===== src/rtl/mcyc_pkg.sv =====
// Shared types and encodings for the multi-cycle RV32I sequencer.
// Optional TRAP state exists only when MCYC_TRAP_EN is defined.
package mcyc_pkg;

    localparam logic [6:0] OP_R      = 7'b0110011;
    localparam logic [6:0] OP_I      = 7'b0010011;
    localparam logic [6:0] OP_LOAD   = 7'b0000011;
    localparam logic [6:0] OP_STORE  = 7'b0100011;
    localparam logic [6:0] OP_BRANCH = 7'b1100011;
    localparam logic [6:0] OP_LUI    = 7'b0110111;
    localparam logic [6:0] OP_AUIPC  = 7'b0010111;
    localparam logic [6:0] OP_JAL    = 7'b1101111;
    localparam logic [6:0] OP_JALR   = 7'b1100111;

    localparam logic [1:0] ALU_ADD    = 2'b00;
    localparam logic [1:0] ALU_BRANCH = 2'b01;
    localparam logic [1:0] ALU_RTYPE  = 2'b10;
    localparam logic [1:0] ALU_ITYPE  = 2'b11;

    typedef enum logic [2:0] {
        ST_IDLE,
        ST_FETCH,
        ST_DECODE,
        ST_EXEC,
        ST_MEM,
        ST_WB
`ifdef MCYC_TRAP_EN
        , ST_TRAP
`endif
    } state_e;

    typedef enum logic [2:0] {
        CLS_ALU,
        CLS_LOAD,
        CLS_STORE,
        CLS_BRANCH,
        CLS_JUMP
    } op_class_e;

endpackage


===== src/rtl/mcyc_opdecode.sv =====
// Combinational opcode classifier; the sequencer gates these fields per state.
module mcyc_opdecode import mcyc_pkg::*; (
    input  logic [6:0] op_i,
    output logic       legal_o,
    output op_class_e  op_class_o,
    output logic [1:0] alu_op_o,
    output logic       alu_src_o,
    output logic       upper_imm_o,
    output logic       pc_return_o
);

    always_comb begin
        legal_o     = 1'b1;
        op_class_o  = CLS_ALU;
        alu_op_o    = ALU_ADD;
        alu_src_o   = 1'b1;
        upper_imm_o = 1'b0;
        pc_return_o = 1'b0;
        case (op_i)
            OP_R: begin
                alu_op_o  = ALU_RTYPE;
                alu_src_o = 1'b0;
            end
            OP_I:     alu_op_o = ALU_ITYPE;
            OP_LOAD:  op_class_o = CLS_LOAD;
            OP_STORE: op_class_o = CLS_STORE;
            OP_BRANCH: begin
                op_class_o = CLS_BRANCH;
                alu_op_o   = ALU_BRANCH;
                alu_src_o  = 1'b0;
            end
            OP_LUI:   upper_imm_o = 1'b1;
            OP_AUIPC: ;
            OP_JAL: begin
                op_class_o = CLS_JUMP;
                alu_op_o   = ALU_RTYPE;
            end
            OP_JALR: begin
                op_class_o  = CLS_JUMP;
                alu_op_o    = ALU_RTYPE;
                pc_return_o = 1'b1;
            end
            default: begin
                legal_o   = 1'b0;
                alu_src_o = 1'b0;
            end
        endcase
    end

endmodule


===== src/rtl/multicycle_ctrl.sv =====
// Moore sequencer stepping RV32I instructions through FETCH/DECODE/EXEC/MEM/WB
// over a shared req/ready memory port. MCYC_TRAP_EN adds a sticky TRAP state.
module multicycle_ctrl import mcyc_pkg::*; #(
    parameter int CNT_W = 32
) (
    input  logic             clk,
    input  logic             rst_n,
    input  logic [6:0]       opcode_i,
    input  logic             mem_ready_i,
    output logic             mem_req_o,
    output logic             mem_we_o,
    output logic             ir_write_o,
    output logic             pc_write_o,
    output logic             reg_write_o,
    output logic             mem_to_reg_o,
    output logic             alu_src_o,
    output logic             branch_o,
    output logic             upper_imm_o,
    output logic             pc_sel_o,
    output logic             pc_return_o,
    output logic             jump_o,
    output logic [1:0]       alu_op_o,
    output logic [CNT_W-1:0] retired_o
`ifdef MCYC_TRAP_EN
    ,
    output logic             illegal_o
`endif
);

    state_e           state_q, state_d;
    logic [6:0]       op_q, op_d;
    logic [CNT_W-1:0] retired_q, retired_d;
    logic             retire;

    logic             dec_legal;
    op_class_e        dec_class;
    logic [1:0]       dec_alu_op;
    logic             dec_alu_src;
    logic             dec_upper_imm;
    logic             dec_pc_return;
    logic [6:0]       dec_op;

    // Legality is judged on the live opcode in DECODE; everywhere else only op_q matters.
    assign dec_op = (state_q == ST_DECODE) ? opcode_i : op_q;

    mcyc_opdecode u_opdecode (
        .op_i        (dec_op),
        .legal_o     (dec_legal),
        .op_class_o  (dec_class),
        .alu_op_o    (dec_alu_op),
        .alu_src_o   (dec_alu_src),
        .upper_imm_o (dec_upper_imm),
        .pc_return_o (dec_pc_return)
    );

    always_ff @(posedge clk or negedge rst_n) begin
        if (!rst_n) begin
            state_q   <= ST_IDLE;
            op_q      <= '0;
            retired_q <= '0;
        end else begin
            state_q   <= state_d;
            op_q      <= op_d;
            retired_q <= retired_d;
        end
    end

    assign retired_d = retire ? retired_q + CNT_W'(1) : retired_q;
    assign retired_o = retired_q;

`ifdef MCYC_TRAP_EN
    logic illegal_q, illegal_d;

    assign illegal_d = illegal_q | ((state_q == ST_DECODE) && !dec_legal);
    assign illegal_o = illegal_q;

    always_ff @(posedge clk or negedge rst_n) begin
        if (!rst_n) illegal_q <= 1'b0;
        else        illegal_q <= illegal_d;
    end
`endif

    always_comb begin
        state_d      = state_q;
        op_d         = op_q;
        retire       = 1'b0;
        mem_req_o    = 1'b0;
        mem_we_o     = 1'b0;
        ir_write_o   = 1'b0;
        pc_write_o   = 1'b0;
        reg_write_o  = 1'b0;
        mem_to_reg_o = 1'b0;
        alu_src_o    = 1'b0;
        branch_o     = 1'b0;
        upper_imm_o  = 1'b0;
        pc_sel_o     = 1'b0;
        pc_return_o  = 1'b0;
        jump_o       = 1'b0;
        alu_op_o     = ALU_ADD;
        unique case (state_q)
            ST_IDLE: state_d = ST_FETCH;
            ST_FETCH: begin
                mem_req_o = 1'b1;
                if (mem_ready_i) begin
                    ir_write_o = 1'b1;
                    pc_write_o = 1'b1;
                    state_d    = ST_DECODE;
                end
            end
            ST_DECODE: begin
                op_d = opcode_i;
                if (dec_legal) state_d = ST_EXEC;
`ifdef MCYC_TRAP_EN
                else           state_d = ST_TRAP;
`else
                else           state_d = ST_FETCH;
`endif
            end
            ST_EXEC: begin
                alu_op_o    = dec_alu_op;
                alu_src_o   = dec_alu_src;
                upper_imm_o = dec_upper_imm;
                case (dec_class)
                    CLS_LOAD, CLS_STORE: state_d = ST_MEM;
                    CLS_BRANCH: begin
                        branch_o = 1'b1;
                        retire   = 1'b1;
                        state_d  = ST_FETCH;
                    end
                    CLS_JUMP: begin
                        jump_o      = 1'b1;
                        pc_sel_o    = 1'b1;
                        pc_return_o = dec_pc_return;
                        state_d     = ST_WB;
                    end
                    default: state_d = ST_WB;
                endcase
            end
            ST_MEM: begin
                mem_req_o = 1'b1;
                mem_we_o  = (dec_class == CLS_STORE);
                if (mem_ready_i) begin
                    if (dec_class == CLS_STORE) begin
                        retire  = 1'b1;
                        state_d = ST_FETCH;
                    end else begin
                        state_d = ST_WB;
                    end
                end
            end
            ST_WB: begin
                reg_write_o  = 1'b1;
                mem_to_reg_o = (dec_class == CLS_LOAD);
                if (dec_class == CLS_JUMP) begin
                    jump_o      = 1'b1;
                    pc_sel_o    = 1'b1;
                    pc_return_o = dec_pc_return;
                end
                retire  = 1'b1;
                state_d = ST_FETCH;
            end
`ifdef MCYC_TRAP_EN
            ST_TRAP: state_d = ST_TRAP;
`endif
            default: state_d = ST_IDLE;
        endcase
    end

endmodule


===== config.mk =====
export PLATFORM = sky130hd
export DESIGN_NAME = multicycle_ctrl
export DESIGN_NICKNAME = d
export VERILOG_FILES = /design/src/rtl/mcyc_pkg.sv /design/src/rtl/mcyc_opdecode.sv /design/src/rtl/multicycle_ctrl.sv
export SDC_FILE = /design/constraint.sdc
export NUM_CORES = 1
export LEC_CHECK = 0
export CORE_MARGIN = 5
export CORE_UTILIZATION = 51
export CTS_BUF_LIST = sky130_fd_sc_hd__clkbuf_4
export DETAILED_ROUTE_END_ITERATION = 8
export GPL_ROUTABILITY_DRIVEN = 0
export PLACE_DENSITY = 0.89
export SYNTH_ARGS = -nofsm -noshare
export SYNTH_HDL_FRONTEND = slang
export SYNTH_SLANG_ARGS = --single-unit
export TNS_END_PERCENT = 30

===== constraint.sdc =====
create_clock -name clk -period 3.05 [get_ports clk]
set_input_delay 0.61 -clock clk [delete_from_list [all_inputs] [get_ports clk]]
set_output_delay 0.61 -clock clk [all_outputs]
set_load 0.03 [all_outputs]

=== After elaboration in Yosys (flattened, before gate mapping) ===
Index checks and enable logic that the tools add are counted.

* Add/sub/neg operators: 1
* Equal/unequal tests: 20
* Multiplexer cells: 31
* Reduce and logical (&&, ||, !) cells: 10

{| class="wikitable"
|+ Operators by type and width
! cell !! number
|-
| adder 32 x 1 -> 32 bit (second input constant) || 1
|-
| == test 7 x 6 -> 1 bit (second input constant) || 3
|-
| == test 7 bit (second input constant) || 3
|-
| 2-to-1 mux 1 bit || 20
|-
| one-hot mux 3 bit (5 select lines) || 1
|-
| == test 7 x 5 -> 1 bit (second input constant) || 2
|-
| == test 3 x 2 -> 1 bit (second input constant) || 4
|-
| one-hot mux 3 bit (4 select lines) || 1
|-
| OR reduction 2 bit || 5
|-
| == test 3 bit (second input constant) || 3
|-
| 2-to-1 mux 3 bit || 3
|-
| OR reduction 9 bit || 1
|-
| == test 7 x 2 -> 1 bit (second input constant) || 1
|-
| 2-to-1 mux 7 bit || 1
|-
| OR reduction 7 bit || 1
|-
| == test 3 x 1 -> 1 bit (second input constant) || 2
|-
| one-hot mux 2 bit (3 select lines) || 1
|-
| one-hot mux 3 bit (2 select lines) || 1
|-
| 2-to-1 mux 2 bit || 2
|-
| != test 2 bit (second input constant) || 2
|-
| zero test 3 bit || 1
|-
| one-hot mux 1 bit (3 select lines) || 1
|-
| OR reduction 3 bit || 1
|-
| AND reduction 2 bit || 1
|}

* Bits in registers: 42
* Bits of input ports: 10
* Output and inout port bits: 46
* Word-level logic and storage cells: 65

=== Longest topological paths before layout ===
Gate-level depths: netlist (run 1).

* Depth after elaboration: 9
* Gate-level depth with buffers: 7
* Gate-level depth less buffers: 6

=== Modules after synthesis ===
From an unflattened synthesis (run 1), not the netlist that was laid out.

* Cells, all modules: 216
* Area, all modules: 2328.5 um^2

{| class="wikitable"
|+ By module, submodules not included
! module !! times used !! cells an instance !! area each (um^2)
|-
| multicycle_ctrl || 1 || 189 || 2153.3
|-
| mcyc_opdecode || 1 || 27 || 175.2
|}

=== Worst setup path before layout (run 1) ===
OpenSTA, ideal clock, no wires.

* Kind: reg2out
* Start point: register op_q[4]
* End point: output pc_return_o
* Arrival time: 2916 ps
* Data required time: 2440 ps
* Slack: -476 ps
* Cell stages (with the launch flop): 7
* Cell sequence: dfrtp_1 -> nand2b_1 -> clkbuf_1 -> or3_1 -> a21o_1 -> nor4_1 -> nor2b_1

* Cells in the longest elaborated chain, start to end: 7
* Elaborated cells between the ends (all ways): 12

{| class="wikitable"
|+ Ends and longest elaborated chain
! element !! line !! source
|-
| start: declaration || multicycle_ctrl.sv:31 || <nowiki>logic [6:0] op_q, op_d;</nowiki>
|-
| start signal: assignment || multicycle_ctrl.sv:63 || <nowiki>op_q <= op_d;</nowiki>
|-
| 2-to-1 mux 7 bit * || n/a ||
|-
| == test 7 bit || mcyc_opdecode.sv:19 || <nowiki>case (op_i)</nowiki>
|-
| OR reduction 2 bit (no source line) || n/a ||
|-
| one-hot mux 3 bit (4 select lines) || mcyc_opdecode.sv:19 ||
|-
| == test 3 bit || multicycle_ctrl.sv:123, multicycle_ctrl.sv:154 ||
|-
| 2-to-1 mux 1 bit * || multicycle_ctrl.sv:123, multicycle_ctrl.sv:154 ||
|-
| 2-to-1 mux 1 bit * || n/a ||
|-
| end: declaration || multicycle_ctrl.sv:20 || <nowiki>output logic pc_return_o,</nowiki>
|}

Every way passes the cells marked *; elsewhere a longest branch is shown, timed or not.

=== Worst setup path after layout (run 1) ===
* Start point: input opcode_i[1]
* End point: output mem_we_o

* Cells in the longest elaborated chain, start to end: 6
* Elaborated cells between the ends (all ways): 10

{| class="wikitable"
|+ Ends and longest elaborated chain
! element !! line !! source
|-
| start: declaration || multicycle_ctrl.sv:8 || <nowiki>input logic [6:0] opcode_i,</nowiki>
|-
| 2-to-1 mux 7 bit * || n/a ||
|-
| == test 7 bit || mcyc_opdecode.sv:19 ||
|-
| OR reduction 2 bit (no source line) || n/a ||
|-
| one-hot mux 3 bit (4 select lines) * || mcyc_opdecode.sv:19 ||
|-
| == test 3 x 2 -> 1 bit * || multicycle_ctrl.sv:141 || <nowiki>mem_we_o = (dec_class == CLS_STORE);</nowiki>
|-
| 2-to-1 mux 1 bit * || multicycle_ctrl.sv:100 || <nowiki>unique case (state_q)</nowiki>
|-
| end: declaration || multicycle_ctrl.sv:11 || <nowiki>output logic mem_we_o,</nowiki>
|}

Marked as above.

==> results of run 1 <==
[repair_timing]
action | 4_1_cts | 5_1_grt
resized for setup | 1 | 5
setup buffers | 1 | 1
endpoints found under the hold margin | 0 | 0
endpoints found under the setup margin | 2 | 3
cloned | 0 | 0
pin swaps | 1 | 3
[worst min-delay path by stage]
stage | slack, ps | start | endpoint | depth (start not counted)
2_1_floorplan | 310 | rst_n | op_q[0] | 0
3_3_place_gp | 470 | retired_o[31] | retired_o[31] | 1
3_5_place_dp | 480 | retired_o[31] | retired_o[31] | 1
4_1_cts | 390 | rst_n | retired_o[9] | 1
5_1_grt | 440 | rst_n | retired_o[9] | 1
6_report | 370 | rst_n | op_q[3] | 1
[cell type report]
class / instances / share of cell area, %
Multi-Input combinational cell: 175 / 40.29
Tap cell: 52 / 2.125
Sequential cell: 42 / 34.37
Timing Repair Buffer: 69 / 20.72
Inverter: 6 / 0.7356
Clock inverter: 2 / 0.2861
Clock buffer: 6 / 1.471
[registers in the layout (all words and copies together) (netlist names)]
signal,cells
retired_o,32
state_q,3
op_q,7
[layer usage]
metal  global-route usage [%]  vias up  routed length (µm)
met1                    25.00      971                2497
met4                    9.107        0                 128
li1                         -      970                   -
met3                    5.208       12                 410
met5                        0        -                   0
met2                    30.88       81                2525
[stage by stage]
step | worst slack, ps | total power [W] | util, % | hold WS (ps) | area [µm²]
after global placement | 185.2 | 0.001576 | 67.46 | 473.6 | 2978
after detailed placement | 126.0 | 0.001596 | 67.46 | 475.8 | 2978
after global routing | -69.54 | 0.002002 | 69.36 | 443.7 | 3062
after CTS | 25.29 | 0.001874 | 68.88 | 390.8 | 3040
final | 96.13 | 0.001874 | 69.36 | 365.0 | 3062
after floorplan | 34.99 | 0.001291 | - | 314.4 | 2355
[layout by cell type (no fill, tap or decap), drive strengths merged, types with 3 or more instances in the layout]
cell type | Yosys | final
mux2i | 4 | 4
a21oi | 5 | 5
buf | 4 | 24
o21ai | 7 | 7
o211ai | 5 | 5
dfrtp | 42 | 42
or3 | 3 | 3
nand2 | 27 | 27
and3 | 8 | 8
nand3 | 14 | 14
nor2 | 9 | 9
and2 | 6 | 6
nand4 | 6 | 6
o2111ai | 6 | 6
clkdlybuf4s50 | 0 | 44
xnor2 | 30 | 30
clkbuf | 8 | 6
nor4 | 5 | 5
nand2b | 4 | 4
and3b | 3 | 3
inv | 6 | 6
and4 | 6 | 6
[kinds of logic after synthesis]
kind of cell	Yosys count	synth area share, %
mux	6	2.674
buf+inv	18	3.315
xor+xnor	32	11.98
compound gates	36	12.09
flops	42	44.92
fa+ha+maj	1	0.5347
simple gates	100	24.49
[power by group]
part / switching, W / total [W] / internal [W]
Clock: 0.000178 / 0.000274 / 0.0000956
Combinational: 0.000474 / 0.000834 / 0.000361
Sequential: 0.000114 / 0.000766 / 0.000651
Total: 0.000766 / 0.00187 / 0.00111
[critical path, delay by kind of cell]
| family | cells | cell delay (ps) |
|---|---|---|
| multiplexers | 1 | 270 |
| AND/OR/NAND/NOR | 3 | 720 |
| buffers and inverters | 2 | 730 |
==> run summary, run 1 <==
The flow ran to the end, and the final reports show no timing, DRC or antenna violations. The count of final setup violators was 0; the total of max-cap violations was 0. After the flow finishes, the layout carries non-filler instances totaling 352. After the first detailed-routing iteration, the DRC count stood at 92. The die boundary width came out at 77.73 µm. After synthesis, the largest area contributor takes up 44.92% of total cell area.

The antenna cell count is 0, and the buffer depth of the longest clock path is 2. For this design, the CTS-stage hold fixing added 0 buffers. For the floorplan die area, the log shows 6042 µm². The count of buffers inserted at the top-level ports works out to 55. The final max-slew violation count is 0, and the async set or reset register ratio after synthesis is 100.0%.

The most used flip-flop cell after synthesis is sky130_fd_sc_hd__dfrtp_1. For the count of endpoints failing hold in the final timing report, the log shows 0. The number of enable flip-flop cells after synthesis was 0. The termination of the worst setup path is mem_we_o. The synthesis-to-layout area growth came out at 30.86%.

For the pin count of the biggest net entering global routing, the log shows 43. The clock arrives with 11.15 ps of skew. The average cell area after synthesis was 9.956 µm². Counting distinct cell types in the post-synthesis netlist gives 45.

In this run, CTS created clock tree buffers numbering 5. The post-route netlist has 14.33% of its cells at a drive strength greater than 1. The number of rows in the core area is 24.

In the post-synthesis netlist, the biggest area contributors are sky130_fd_sc_hd__dfrtp_1 45%, sky130_fd_sc_hd__xnor2_1 11%, sky130_fd_sc_hd__nand2_1 4.3%. VDD sags by at most 0.0003338 V. Summing all multi-input logic gate instances after layout gives 1234 µm².

The worst max-slew margin expressed relative to the limit was 39.94%. TritonCTS built the clock tree. On the critical path, the stage with the largest delay is an instance of sky130_fd_sc_hd__clkdlybuf4s50_1. In the global route stage, overall resource usage came out at 19.58%. Maximum fanout encountered on the critical timing path: 4. For the number of antenna violations at the first check in global routing, the log shows 0. The tools report the deepest level of the CTS H-tree as 2.

The synthesized netlist occupies a cell area of 2340 µm². The mean number of vias per cell works out to 5.778. The required time of the critical path is 2440 ps, and the placeable core region is 4414 µm². After clock tree synthesis, the clock-pin slew on the worst setup and hold paths is 120 ps. The cell sitting at the root of the clock tree is a sky130_fd_sc_hd__clkbuf_4. The die height was 77.73 µm; the routed length per instance was 15.80 µm. 56 I/O pins were placed.

The detailed router placed 2034 vias in this run. In this design, the stage delay of the slowest critical-path cell is 520 ps. Cell taking the most area after synthesis: sky130_fd_sc_hd__dfrtp_1. After synthesis, flip-flops and latches occupy 44.92% of the total area.

Setup repair after global routing could not meet its margin everywhere. For the worst flop-to-flop path, the logic depth is 7. Setup total negative slack on the finished layout was measured at 0 ps.

By count the netlist is led by 42 x sky130_fd_sc_hd__dfrtp_1, 30 x sky130_fd_sc_hd__xnor2_1, 27 x sky130_fd_sc_hd__nand2_1. The endpoint class of the critical path is a primary output. The count of filler cells inserted in the layout is 341. Wires add up to 5.561 mm. The detailed-router iteration count before antenna repair came out at 4. For this run, the number of Yosys warnings is 0. The final global-route overflow total was 0; the number of placed instances with taps included was 342. The final critical-path share of the clock period works out to 96.85%. The data arrival time at the worst-slack endpoint is 2340 ps, and the clock period minus worst slack is 2954 ps. The tools report the startpoint of the worst register-to-register path as state_q[0].

Counting every net in the synthesized netlist gives 246. The HPWL after detailed placement was 4.021 mm; the number of nets in the layout was 310. The post-route DRC violation count is 0, and the register area is 1052 µm².

The worst-skew pair later-pin latency is 360 ps, and the post-detailed-route count of antenna-violating nets is 0. Synthesized instance count: 235. The path class of the tightest hold or removal check is input port to asynchronous set/reset pin. The via count of the first global-routing pass came out at 2088.

The number of register bits inferred by synthesis is 42. The most critical setup path has its startpoint at opcode_i[1]. The worst register-to-register path has a setup slack of 710 ps.

For this design, the sink count on the clock tree is 42. Once the floorplan was initialized, standard cells occupied 53.00% of the core. The global-route wire length before repair came out at 9.798 mm.

STA classifies the critical path startpoint as an input port. The analysis attributes to cell leakage a power of 1.316 nW. The start-to-end type of the worst setup path is input port to primary output. The capture instance of the worst register-to-register path was retired_o[23]. At the pin with the least slew margin, the transition time is 900.9 ps. Traced cell by cell, the critical path runs through clkdlybuf4s50_1, nor4bb_1, mux2_2, nand2_1, nor4_1, buf_4.

The power density normalized to cell area is 612.0 nW/µm². The maximum clock rate came out at 0.3385 GHz. By instance count, the leading cell after synthesis is sky130_fd_sc_hd__dfrtp_1.
(Power assumes the default switching activity.)
==> run 2: changes to the inputs <==
- CORE_UTILIZATION: 51 -> 46
- PLACE_DENSITY: 0.89 -> 0.85
- clock period: 3.05 -> 2.4 ns (I/O delays scaled with it)
==> run summary, run 2 (synthesis gave the netlist of run 1 again) <==
The logs give 0 (unchanged) for the total of max-cap violations and 48.5% (+4.0 points) for the combinational cell fraction of total power. For the final total negative setup slack, the log shows -2153 ps (-2153 ps). The logs give 26 (+8.3%) for the number of rows in the core area and 22 (-49%) for the pin count of the biggest net entering global routing. The run gives 0.001131 W (+48%) as the switching power summed over all nets. The die height is 81.32 µm (+4.6%). The cell count of the worst reg-to-reg path is 8 (+1). The tools report the worst setup margin as -264.3 ps (-360.5 ps). The critical path is of the flip-flop to primary output type.

Setup repair after global routing could not meet its margin everywhere. The maximum vdd drop came out at 0.0004469 V (+34%). For the cts-stage hold buffer count, the log shows 0 (unchanged). The part of the total power dissipated in the clock network is 16.3% (+1.7 points), and the post-route DRC violation count is 0 (unchanged). The number of design-rule violations left by the first detailed-router iteration was 133 (+45%); the number of flip-flops under the largest register name was 32 (unchanged). The total global routing track utilization is 21.10% (+1.5 points).

The floorplan die area was 6613 µm² (+9.5%). The class of the most critical hold timing path is input port to asynchronous set/reset pin. The number of nets in the layout was 339 (+9.4%); the detailed-route wire length was 6.828 mm (+23%). The run gives 4 (unchanged) as the detailed-router iteration count before antenna repair. The run gives 0.001644 W (+48%) as the internal portion of total power. The worst-skew pair later-pin latency was 350 ps (about the same); the buffer depth of the longest clock path was 2 (unchanged). For the global-route wire length before repair, the log shows 10.72 mm (+9.4%). The required time of the critical path is 1920 ps (-520 ps). The flow ran to the end, but the final reports show violations. Share of power burned in registers: 35.2% (-5.7 points). TritonCTS built the clock tree. The deepest level of the CTS H-tree was 2 (unchanged). The routed length per instance is 17.11 µm (+8.3%).

The cell at the root of the clock tree is sky130_fd_sc_hd__clkbuf_4. The synthesis-to-layout area growth is 49.14%. The standby leakage power came out at 1.523 nW (+16%). The tools report the antenna cell count as 0 (unchanged). Leaving out fill and tap cells, the most frequent cell in the layout is sky130_fd_sc_hd__buf_4.

The share of the core filled with cells in the final layout was 69.66% (+0.30 points). The share of final-layout standard cells stronger than drive strength 1 is 27.96% (+14 points), and the mean number of vias per cell is 5.509 (-4.7%). The count of buffers inserted at the top-level ports is 55 (unchanged). The tools report the count of final setup violators as 20 (+20). Overall via count from detail_route: 2198 (+8.1%).

The number of antenna violations at the first check in global routing was 0 (unchanged). After layout, the minimum clock period comes to 2664 ps. The library cells used most frequently in the layout, excluding fill and tap cells, are 42 x sky130_fd_sc_hd__buf_4, 40 x sky130_fd_sc_hd__dfrtp_1, 37 x sky130_fd_sc_hd__clkdlybuf4s50_1, 30 x sky130_fd_sc_hd__xnor2_1, 25 x sky130_fd_sc_hd__nand2_1. The run gives 2180 ps (-160 ps) as the data arrival time at the worst-slack endpoint. The die boundary width is 81.32 µm (+4.6%), and the post-detailed-route count of antenna-violating nets is 0 (unchanged). STA classifies the critical path endpoint as a primary output.

For this run, the top clock speed supported by timing is 0.3753 GHz. Starting density of the core: 46.70% (-6.3 points). The HPWL after detailed placement is 4.468 mm (+11%), and the via count of the first global-routing pass is 2265 (+8.5%). The power density normalized to cell area was 795.2 nW/µm² (+30%); the final critical-path share of the clock period was 111.0%.

Transition time at the pin with the least slew margin: 507.2 ps (-393.7 ps). The launching element type of the critical path is a flip-flop. The run gives 56 (unchanged) as the number of ports placed on the die boundary.

The logs give 398 (+17%) for the count of filler cells inserted in the layout and 66.19% (+26 points) for the worst max-slew margin expressed relative to the limit. The maximum fanout encountered on the critical timing path was 4 (unchanged). The logs give 5 (unchanged) for the number of CTS-inserted buffers and 10.01 ps (-1.134 ps) for the post-route clock skew. The clock sink count was 42 (unchanged); the count of endpoints failing hold in the final timing report was 0 (unchanged). The checks that failed: negative setup slack.

The final global-route overflow total is 0 (unchanged), and the final max-slew violation count is 0 (unchanged). The clock-pin slew reported for the worst setup and hold paths after clock tree synthesis works out to 130 ps (about the same). The placeable core region came out at 5010 µm² (+13%).

The switching power as a share of total power works out to 40.75% (-0.14 points).
-- run 2: cell count changes in the layout (fill, tap and decap cells not counted), sizes merged --
cell and delta:
buf +31, bufinv +1, clkbuf -1, clkdlybuf4s50 -7, dlygate4sd2 +3, dlymetal6s2s +1, nor3b +1
-- run 2: worst paths after layout --
path / start / end / slack [ps]
max: state_q[1] / pc_return_o / -260
min: rst_n / op_q[1] / 70
max reg2reg: state_q[1] / retired_o[14] / -60
min reg2reg: retired_o[7] / retired_o[7] / 500
max in group asynchronous: rst_n / retired_o[22] / 1760
min in group clk: retired_o[7] / retired_o[7] / 500
-- run 2: cell type report --
cell class              count  area [µm²]  share of cell area (%)
multi-input cells         176        1363                   39.05
flip-flops and latches     42        1054                   30.19
repair buffers             97       885.9                   25.39
well taps                  70       87.58                   2.510
clock inverters             3       40.04                   1.147
clock buffers               5       37.54                   1.076
inverters                   6       22.52                  0.6454
-- run 2: critical path, stage by stage, from the launching register on --
cell and delay, ps:
sky130_fd_sc_hd__dfrtp_1 430, sky130_fd_sc_hd__nor3b_2 190, sky130_fd_sc_hd__or3_1 370, sky130_fd_sc_hd__a21o_1 230, sky130_fd_sc_hd__nor4_4 290, sky130_fd_sc_hd__nor2b_4 190
sky130_fd_sc_hd__buf_6 130
-- run 2: repair_timing --
| item | CTS | global route |
|---|---|---|
| pin swaps | 7 | 7 |
| resized for setup | 17 | 21 |
| gates cloned | 1 | 0 |
| buffers inserted | 4 | 6 |
| setup endpoints to repair | 15 | 20 |
-- run 2: routing by layer --
layer | routed length (µm) | track usage, % | vias up
met3 | 418 | 4.213 | 13
li1 | - | - | 1036
met2 | 3371 | 36.48 | 90
met5 | 0 | 0 | -
met1 | 2920 | 26.45 | 1059
met4 | 118 | 6.419 | 0
-- run 2: power by group through the flow --
| stage | sequential [W] | clock, W | combinational, W |
|---|---|---|---|
| floorplan | 0.00102 | 0 | 0.000667 |
| global placement | 0.000961 | 0 | 0.00110 |
| detailed placement | 0.000968 | 0 | 0.00113 |
| CTS | 0.000968 | 0.000460 | 0.00120 |
| global route | 0.00100 | 0.000497 | 0.00143 |
| finish | 0.000978 | 0.000452 | 0.00134 |
-- run 2: per-stage QoR --
stage	hold slack [ps]	setup WS (ps)	power, W	instance area, µm²	instances
floorplan	184.4	-180.5	0.001683	2394	235
global placement	461.4	-288.8	0.002065	3171	380
detailed placement	475.0	-335.5	0.002095	3171	380
CTS	72.44	-220.0	0.002628	3353	393
global route	89.33	-329.2	0.002929	3490	399
finish	70.29	-264.3	0.002775	3490	399
==> run 3: changes to the inputs <==
- PLACE_DENSITY: 0.85 -> 0.78
==> run summary, run 3 (synthesis gave the netlist of run 1 again) <==
The run finished, with violations left. The final reports fail on negative setup slack. For the final global-route overflow total, the log shows 0 (unchanged). Endpoint class of the critical path: a primary output. The critical path goes through nor3b_4, mux2i_2, a21o_1, a21boi_2, nor2_1, buf_4.

The count of endpoints failing hold in the final timing report was 0 (unchanged); the via count of the first global-routing pass was 2307 (+1.9%). The maximum clock rate came out at 0.3767 GHz (+0.36%). The die boundary width works out to 81.32 µm (unchanged).

The tools report the number of ports placed on the die boundary as 56 (unchanged). The tools report the post-detailed-route count of antenna-violating nets as 0 (unchanged). For the worst max-slew margin expressed relative to the limit, the log shows 61.57% (-4.6 points). The number of antenna violations at the first check in global routing is 0 (unchanged), and the maximum fanout encountered on the critical timing path is 5 (+1).

Setup repair after global routing could not meet its margin everywhere. The class of the most critical hold timing path is input port to asynchronous set/reset pin. Total buffers and inverters traversed by the critical path: 1 (unchanged).

The HPWL after detailed placement came out at 4.338 mm (-2.9%). TritonCTS built the clock tree. The transition time at the pin with the least slew margin was 576.5 ps (+69.31 ps); the number of design-rule violations left by the first detailed-router iteration was 137 (+3.0%).

The tools report the total global routing track utilization as 21.51% (+0.41 points). The placeable core region is 5010 µm² (unchanged). The required time of the critical path was 1920 ps (about the same); the detailed-route wire length was 6.986 mm (+2.3%). The tools report the pin count of the biggest net entering global routing as 26 (+18%). Leaving out fill and tap cells, the most frequent cell in the layout is sky130_fd_sc_hd__buf_4. Among all stages on the critical path, the largest delay is contributed by sky130_fd_sc_hd__dfrtp_1. The finished layout cell area is 3587 µm² (+2.8%).

Start-to-end type of the worst setup path: flip-flop to primary output. The mean number of vias per cell is 5.665 (+2.8%), and the post-place instance area is 3178 µm² (+0.24%). Total number of cells along the worst setup path: 6 (unchanged). The routed length per instance is 17.21 µm (+0.55%), and the overall via count from detail_route is 2300 (+4.6%). The floorplan die area came out at 6613 µm² (unchanged). The post-route DRC violation count was 0 (unchanged); the number of nets in the layout was 347 (+2.4%). The cell family contributing the most delay on the critical path is simple AND/OR/NAND/NOR gates. The overall power consumption is 0.002789 W (+0.52%). The antenna cell count is 0 (unchanged). The tools report the final max-slew violation count as 0 (unchanged).

The logs give 46.70% (unchanged) for the starting density of the core and -295.5 ps (+39.98 ps) for the worst-case setup slack after placement. The worst stage delay on the critical path was 430 ps (about the same); the cts-stage hold buffer count was 0 (unchanged). The data arrival time at the worst-slack endpoint came out at 2170 ps (about the same). The run gives 13 (-35%) as the count of final setup violators.

The final total negative setup slack was -1729 ps (+424.0 ps); the total of max-cap violations was 0 (unchanged). The clock sink count is 42 (unchanged), and the cell count of the worst reg-to-reg path is 15 (+7). The count of buffers inserted at the top-level ports works out to 55 (unchanged). The standby leakage power was 1.607 nW (+5.5%); the number of rows in the core area was 26 (unchanged). Deepest level of the CTS H-tree: 2 (unchanged). Die height: 81.32 µm (unchanged). The detailed-router iteration count before antenna repair was 4 (unchanged). The clock-pin slew reported for the worst setup and hold paths after clock tree synthesis came out at 120 ps (about the same). For the buffer depth of the longest clock path, the log shows 2 (unchanged). The tools report the worst-skew pair later-pin latency as 350 ps (about the same). The run gives 14.33 ps (+4.314 ps) as the post-route clock skew. The power density normalized to cell area is 777.6 nW/µm² (-2.2%). STA classifies the critical path startpoint as a flip-flop. For the worst setup margin, the log shows -254.7 ps (+9.656 ps). The library cells used most frequently in the layout, excluding fill and tap cells, are 51 x sky130_fd_sc_hd__buf_4, 41 x sky130_fd_sc_hd__dfrtp_1, 39 x sky130_fd_sc_hd__clkdlybuf4s50_1, 30 x sky130_fd_sc_hd__xnor2_1, 25 x sky130_fd_sc_hd__nand2_1. The share of final-layout standard cells stronger than drive strength 1 is 30.95% (+3.0 points), and the maximum vdd drop is 0.0004023 V (-10%).

The number of CTS-inserted buffers is 5 (unchanged), and the number of flip-flops under the largest register name is 32 (unchanged). Final critical-path share of the clock period: 110.6% (-0.40 points). The area growth from synthesis to layout is 53.32%. The clock period minus worst slack came out at 2655 ps (-9.656 ps). Clock tree synthesis selected as its root buffer the cell sky130_fd_sc_hd__clkbuf_4. For the global-route wire length before repair, the log shows 11.02 mm (+2.8%).
## run 3: power by group
| part | total, W | internal [W] | switching [W] |
|---|---|---|---|
| combinational | 0.00147 | 0.000664 | 0.000807 |
| sequential | 0.000971 | 0.000828 | 0.000143 |
| clock | 0.000347 | 0.000133 | 0.000213 |
| total | 0.00279 | 0.00163 | 0.00116 |
## run 3: final timing paths
kind	start	to	slack, ps
max in group asynchronous	rst_n	retired_o[27]	1710
setup reg to reg	state_q[1]	state_q[1]	-170
hold / removal	rst_n	op_q[4]	110
min in group clk	retired_o[28]	retired_o[28]	500
hold reg to reg	retired_o[28]	retired_o[28]	500
setup / recovery	state_q[0]	alu_src_o	-250
## run 3: cell type report
cell class              instances  area [µm²]
clock buffers                   7       52.55
fillers                       363        1423
inverters                       6       22.52
multi-input cells             175        1416
flip-flops and latches         42        1052
well taps                      70       87.58
repair buffers                106       955.9
## run 3: metrics by stage
stage	hold slack, ps	utilization, %	instances
after global placement	479.8	63.44	381
after detailed placement	482.3	63.44	381
final	110.3	71.60	406
after floorplan	184.4	-	235
after global routing	153.8	71.60	406
after CTS	115.3	67.61	398
## run 3: routing by layer
metal  up-vias  GRT usage (%)  part of all wire, %
met3        21          4.989                  7.2
met5         -              0                    0
met1      1130          28.22                   43
met4         0          6.926                  2.4
li1       1045              -                    -
met2       104          35.02                   48
## run 3: repair_timing
| action | 4_1_cts | 5_1_grt |
|---|---|---|
| cloned | 0 | 1 |
| resized for setup | 20 | 32 |
| buffers inserted | 10 | 7 |
| pin swaps | 11 | 8 |
| setup endpoints to repair | 11 | 45 |
